`config.mk`:
```
export PLATFORM = sky130hd
export DESIGN_NAME = clk_div_sched
export DESIGN_NICKNAME = d
export VERILOG_FILES = /design/src/rtl/clk_div_sched.sv
export SDC_FILE = /design/constraint.sdc
export NUM_CORES = 1
export LEC_CHECK = 0
export CORE_MARGIN = 2
export CORE_UTILIZATION = 40
export CTS_CLUSTER_SIZE = 10
export DETAILED_ROUTE_END_ITERATION = 16
export PLACE_DENSITY_LB_ADDON = 0.05
export SYNTH_ARGS = -nofsm -noshare
export SYNTH_HDL_FRONTEND = slang
export SYNTH_SLANG_ARGS = --single-unit
```
`constraint.sdc`:
```
create_clock -name clk_in -period 11.4 [get_ports clk_in]
set_input_delay 2.28 -clock clk_in [delete_from_list [all_inputs] [get_ports clk_in]]
set_output_delay 2.28 -clock clk_in [all_outputs]
set_load 0.01 [all_outputs]
```
`src/rtl/clk_div_sched.sv`:
```
// rtl/clk_div_sched.sv - programmable clock-divider scheduler with boundary-aligned ratio changes
// Optional macro CLKDIV_RATIO_CHECK_EN: reject ratios below 2 instead of clamping them.
module clk_div_sched #(
    parameter int CW      = 8,
    parameter int DEF_DIV = 3
) (
    input  logic          clk_in,
    input  logic          rst,
    input  logic          en,
    input  logic          cfg_req,
    input  logic [CW-1:0] cfg_div,
    output logic          cfg_ack,
    output logic          cfg_err,
    output logic          div_out,
    output logic          tick,
    output logic [CW-1:0] cur_div,
    output logic          busy
);

    typedef enum logic [1:0] {IDLE, RUN, PEND} state_t;

    localparam logic [CW-1:0] ONE = CW'(1);
    localparam logic [CW-1:0] TWO = CW'(2);
    localparam logic [CW-1:0] DEF = CW'(DEF_DIV);

    state_t        state, state_n;
    logic [CW-1:0] count, count_n;
    logic [CW-1:0] cur_div_n, last_n;
    logic [CW-1:0] pend_div, pend_div_n;
    logic          pend_bad, pend_bad_n;
    logic [CW-1:0] req_div;
    logic          req_bad, req_v, tick_now, ack_n, err_n;

    always_comb begin
`ifdef CLKDIV_RATIO_CHECK_EN
        req_bad = (cfg_div < TWO);
        req_div = cfg_div;
`else
        req_bad = 1'b0;
        req_div = (cfg_div < TWO) ? TWO : cfg_div;
`endif
    end

    always_comb begin
        // The requester still holds cfg_req during the ack cycle; that is not a new request.
        req_v      = cfg_req && !cfg_ack;
        tick_now   = (count == cur_div - ONE);
        state_n    = state;
        count_n    = count;
        cur_div_n  = cur_div;
        pend_div_n = pend_div;
        pend_bad_n = pend_bad;
        ack_n      = 1'b0;
        err_n      = 1'b0;
        case (state)
            IDLE: begin
                count_n = '0;
                if (req_v) begin
                    if (!req_bad) begin
                        cur_div_n = req_div;
                    end
                    ack_n = 1'b1;
                    err_n = req_bad;
                end
                if (en) begin
                    state_n = RUN;
                end
            end
            default: begin
                if (tick_now) begin
                    count_n = '0;
                    if (state == PEND && !pend_bad) begin
                        cur_div_n = pend_div;
                    end
                    if (!en) begin
                        state_n = IDLE;
                    end else if (req_v) begin
                        state_n    = PEND;
                        pend_div_n = req_div;
                        pend_bad_n = req_bad;
                    end else begin
                        state_n = RUN;
                    end
                end else begin
                    count_n = count + ONE;
                    if (state == RUN && req_v) begin
                        state_n    = PEND;
                        pend_div_n = req_div;
                        pend_bad_n = req_bad;
                    end
                end
            end
        endcase
        last_n = cur_div_n - ONE;
        // Pending requests are acked in the boundary cycle, so decode it one cycle ahead.
        if (state_n == PEND && count_n == last_n) begin
            ack_n = 1'b1;
            err_n = pend_bad_n;
        end
    end

    always_ff @(posedge clk_in) begin
        if (rst) begin
            state    <= IDLE;
            count    <= '0;
            cur_div  <= DEF;
            pend_div <= '0;
            pend_bad <= 1'b0;
            div_out  <= 1'b0;
            tick     <= 1'b0;
            cfg_ack  <= 1'b0;
            cfg_err  <= 1'b0;
            busy     <= 1'b0;
        end else begin
            state    <= state_n;
            count    <= count_n;
            cur_div  <= cur_div_n;
            pend_div <= pend_div_n;
            pend_bad <= pend_bad_n;
            div_out  <= (state_n != IDLE) && (count_n < (cur_div_n >> 1));
            tick     <= (state_n != IDLE) && (count_n == last_n);
            cfg_ack  <= ack_n;
            cfg_err  <= err_n;
            busy     <= (state_n == PEND);
        end
    end

endmodule
```
==> flow_metrics.env <==
export IMPL_status="complete, no violations"
export IMPL_row_count=27
export IMPL_drt_pre_antenna_iters=4
export IMPL_cp_top_family="simple AND/OR/NAND/NOR gates"
export IMPL_final_nets=294
export IMPL_areaGrowthSynthToFinish_pct=15.8
export IMPL_max_capacitance_violation_count=0
export IMPL_cts_made_buffers=5
export IMPL_design_area_um2=2550
export IMPL_vias_per_cell=5.33
export IMPL_num_io_pins=25
export IMPL_detailroute_via_count=1838
export IMPL_synth_xor_area_share_pct=9.87
export IMPL_place_hpwl_um=4200
export IMPL_die_area_um2=6120
export IMPL_1st_iter_drt_viols=91
export IMPL_synth_simple_gate_area_share_pct=23.3
export IMPL_final_period_utilization_pct=46.7
export IMPL_cts_root_to_sink_buffers=2
export IMPL_register_clock_pin_slew_on_the_reported_worst_setup_and_hold_paths_ns=0.06
export IMPL_post_detailed_placement_cell_area_um2=2480
export IMPL_filler_cell_count_in_the_final_layout=552
export IMPL_finalWirelength_um=5460
export IMPL_finalWeightedCongestion=0.805
export IMPL_worst_pin_slew_ns=1.18
export IMPL_crit_path_frequent_cell="sky130_fd_sc_hd__nand2_1"
export IMPL_yosys_most_used_dff="sky130_fd_sc_hd__dfxtp_1"
export IMPL_cts_tree="built"
export IMPL_power_density_nw_per_um2=131
export IMPL_floorplan_core_area_um2=5410
export IMPL_finalWorstPathRequiredPeriod_ns=5.32
export IMPL_ff_latch_area_um2=641
export IMPL_slew_violations=0
export IMPL_cell_area_after_technology_mapping_um2=2210
export IMPL_dpl_worst_slack_ns=5.82
export IMPL_final_setup_worst_slack_ns=6.08
export IMPL_hold_class="flip-flop to flip-flop"
export IMPL_grt_pass1_vias=1786
export IMPL_h_tree_depth=2
export IMPL_synth_edf_count=0
export IMPL_critical_path_class="primary input to flip-flop"
export IMPL_post_cts_resized_instances=0
export IMPL_cp_cell_sequence="clkdlybuf4s50_1, or4b_2, or2_2, a21o_1, nand2_1, o22a_1, o21ai_0, and4b_1, xnor2_1, nand2_1, or4_4, o22ai_2"
export IMPL_drt_antenna_violating_nets=0
export IMPL_wire_per_inst_um=15.8
export IMPL_portBuffers=24
export IMPL_synthMuxAreaShare_pct=5.62
export IMPL_crit_path_max_incr_delay_ns=0.79
export IMPL_clkLatencyLatePin_ns=0.29
export IMPL_cp_buffers_inverters=1
export IMPL_die_h_um=78.3
export IMPL_netlist_cell_type_count=61
export IMPL_antenna_cells=0
export IMPL_drc=0
export IMPL_ir_drop_uv=50.5
export IMPL_register_area_share_after_synthesis_pct=29.0
export IMPL_synth_seq_cells=32
export IMPL_synth_adder_area_share_pct=5.10
export IMPL_synth_compound_gate_area_share_pct=22.5
export IMPL_track_usage_pct=19.0
export IMPL_layout_drive_gt1_share_pct=11.4
export IMPL_cp_slowest_cell="sky130_fd_sc_hd__or4b_2"
export IMPL_post_cts_hold_buffer_count=0
export IMPL_grt_setup_unrepaired="no"
export IMPL_synth_warnings=0
export IMPL_global_route_wire_length_before_repair_um=9040
export IMPL_ys_async_sr_fraction_pct=0
export IMPL_end_kind="flip-flop"
export IMPL_clockRootBuffer="sky130_fd_sc_hd__clkbuf_8"
export IMPL_grt_overflow_total=0
export IMPL_finClkSkew_ns=0.00774
export IMPL_relative_slew_slack_pct=21.2
export IMPL_worst_path_max_fanout=13
export IMPL_starting_density_of_the_core_pct=40.8
export IMPL_die_width_um=78.3
export IMPL_antenna_found_initial=0
export IMPL_p_leak_nw=0.962
export IMPL_synth_fp_nets=273
export IMPL_finalSetupViolations=0
export IMPL_synthesis_area_per_instance_um2=8.75
export IMPL_dominant_combinational_cell_family_by_area_after_synthesis="simple AND/OR/NAND/NOR gates"
export IMPL_netlist_instances=252
export IMPL_multi_input_comb_area_um2=1470
export IMPL_fin_tns_setup_ns=0
export IMPL_clock_sink_count=32
export IMPL_critical_path_startpoint_type="primary input"
export IMPL_cp_data_required_time_ns=11.60
export IMPL_final_hold_viol_count=0
export IMPL_timing_fmax_mhz=188
export IMPL_worstPathArrival_ns=5.52
export IMPL_grt_start_max_net_pins=31
export IMPL_postCtsSetupRepairBufs=0
==> state kept, by name (all words and copies together) (netlist names) <==
register and cells:
cfg_err 1, busy 1, cur_div 8, state 2, cfg_ack 1, tick 1
div_out 1, pend_bad 1, pend_div 8, count 8
==> metal layers <==
metal	wire (um)	part of all wire [%]	GRT usage, %
met3	156	2.9	4.14
met4	46	0.84	4.74
met2	2430	44	30.1
met1	2830	52	26.3
met5	0	0	0
==> layout by cell type, fill, tap and decap left out, types with 5 or more instances in the layout <==
master / count
sky130_fd_sc_hd__o21ai_0: 7
sky130_fd_sc_hd__nor2_1: 33
sky130_fd_sc_hd__inv_1: 9
sky130_fd_sc_hd__nor3_1: 12
sky130_fd_sc_hd__o22a_1: 5
sky130_fd_sc_hd__xnor2_1: 16
sky130_fd_sc_hd__nand3_1: 9
sky130_fd_sc_hd__a21oi_1: 12
sky130_fd_sc_hd__clkdlybuf4s50_1: 24
sky130_fd_sc_hd__clkbuf_8: 5
sky130_fd_sc_hd__xor2_1: 7
sky130_fd_sc_hd__ha_1: 9
sky130_fd_sc_hd__mux2i_1: 9
sky130_fd_sc_hd__dfxtp_1: 32
sky130_fd_sc_hd__nand2_1: 11
==> cell usage after synthesis (4+ instances only) <==
library cell	n	area, um^2
sky130_fd_sc_hd__a21oi_1	12	60.1
sky130_fd_sc_hd__clkbuf_1	4	15.0
sky130_fd_sc_hd__dfxtp_1	32	641
sky130_fd_sc_hd__ha_1	9	113
sky130_fd_sc_hd__inv_1	9	33.8
sky130_fd_sc_hd__mux2i_1	9	90.1
sky130_fd_sc_hd__nand2_1	11	41.3
sky130_fd_sc_hd__nand3_1	9	45.0
sky130_fd_sc_hd__nor2_1	33	124
sky130_fd_sc_hd__nor3_1	12	60.1
sky130_fd_sc_hd__nor3b_1	4	30.0
sky130_fd_sc_hd__nor4_1	4	25.0
sky130_fd_sc_hd__o21ai_0	7	35.0
sky130_fd_sc_hd__o22a_1	5	43.8
sky130_fd_sc_hd__xnor2_1	16	140
sky130_fd_sc_hd__xor2_1	7	61.3
==> metrics by stage <==
step           cells  util [%]  hold slack (ns)  total power (W)
6_report         345      47.3            0.499         0.000334
5_1_grt          345      47.3            0.519         0.000356
3_5_place_dp     338      45.8            0.490         0.000253
2_1_floorplan    252         -            0.461         0.000220
3_3_place_gp     338      45.8            0.481         0.000254
4_1_cts          345      47.3            0.501         0.000337
==> logic make-up after synthesis <==
family | count (synthesis)
xor gates and xnor gates | 24
AOI/OAI and AO/OA | 57
and+or+nand+nor | 98
adders and majority gates | 9
buffers and inverters | 20
muxes | 12
DFF | 32
==> layout make-up <==
| class | instances | share of cell area (%) |
|---|---|---|
| clock buffers | 6 | 2.84 |
| clock inverters | 1 | 0.196 |
| inverters | 9 | 1.32 |
| multi-input cells | 200 | 57.3 |
| flip-flops and latches | 32 | 25.1 |
| well taps | 72 | 3.53 |
| repair buffers | 25 | 9.70 |
==> power by group <==
group          switching [W]  total [W]  internal [W]
Sequential         0.0000125   0.000133      0.000120
Clock              0.0000417  0.0000832     0.0000414
Combinational      0.0000656   0.000119     0.0000529
==> path summary, 6_finish.rpt <==
path                                  from  slack (ns)  cells after the start  endpoint
worst max-delay path               cfg_req        6.08                     12   cfg_ack
worst min-delay path              pend_bad        0.50                      1  pend_bad
worst max register to register  cur_div[0]        6.91                     15   cfg_ack
worst min register to register    pend_bad        0.50                      1  pend_bad
(Power assumes the default switching activity.)
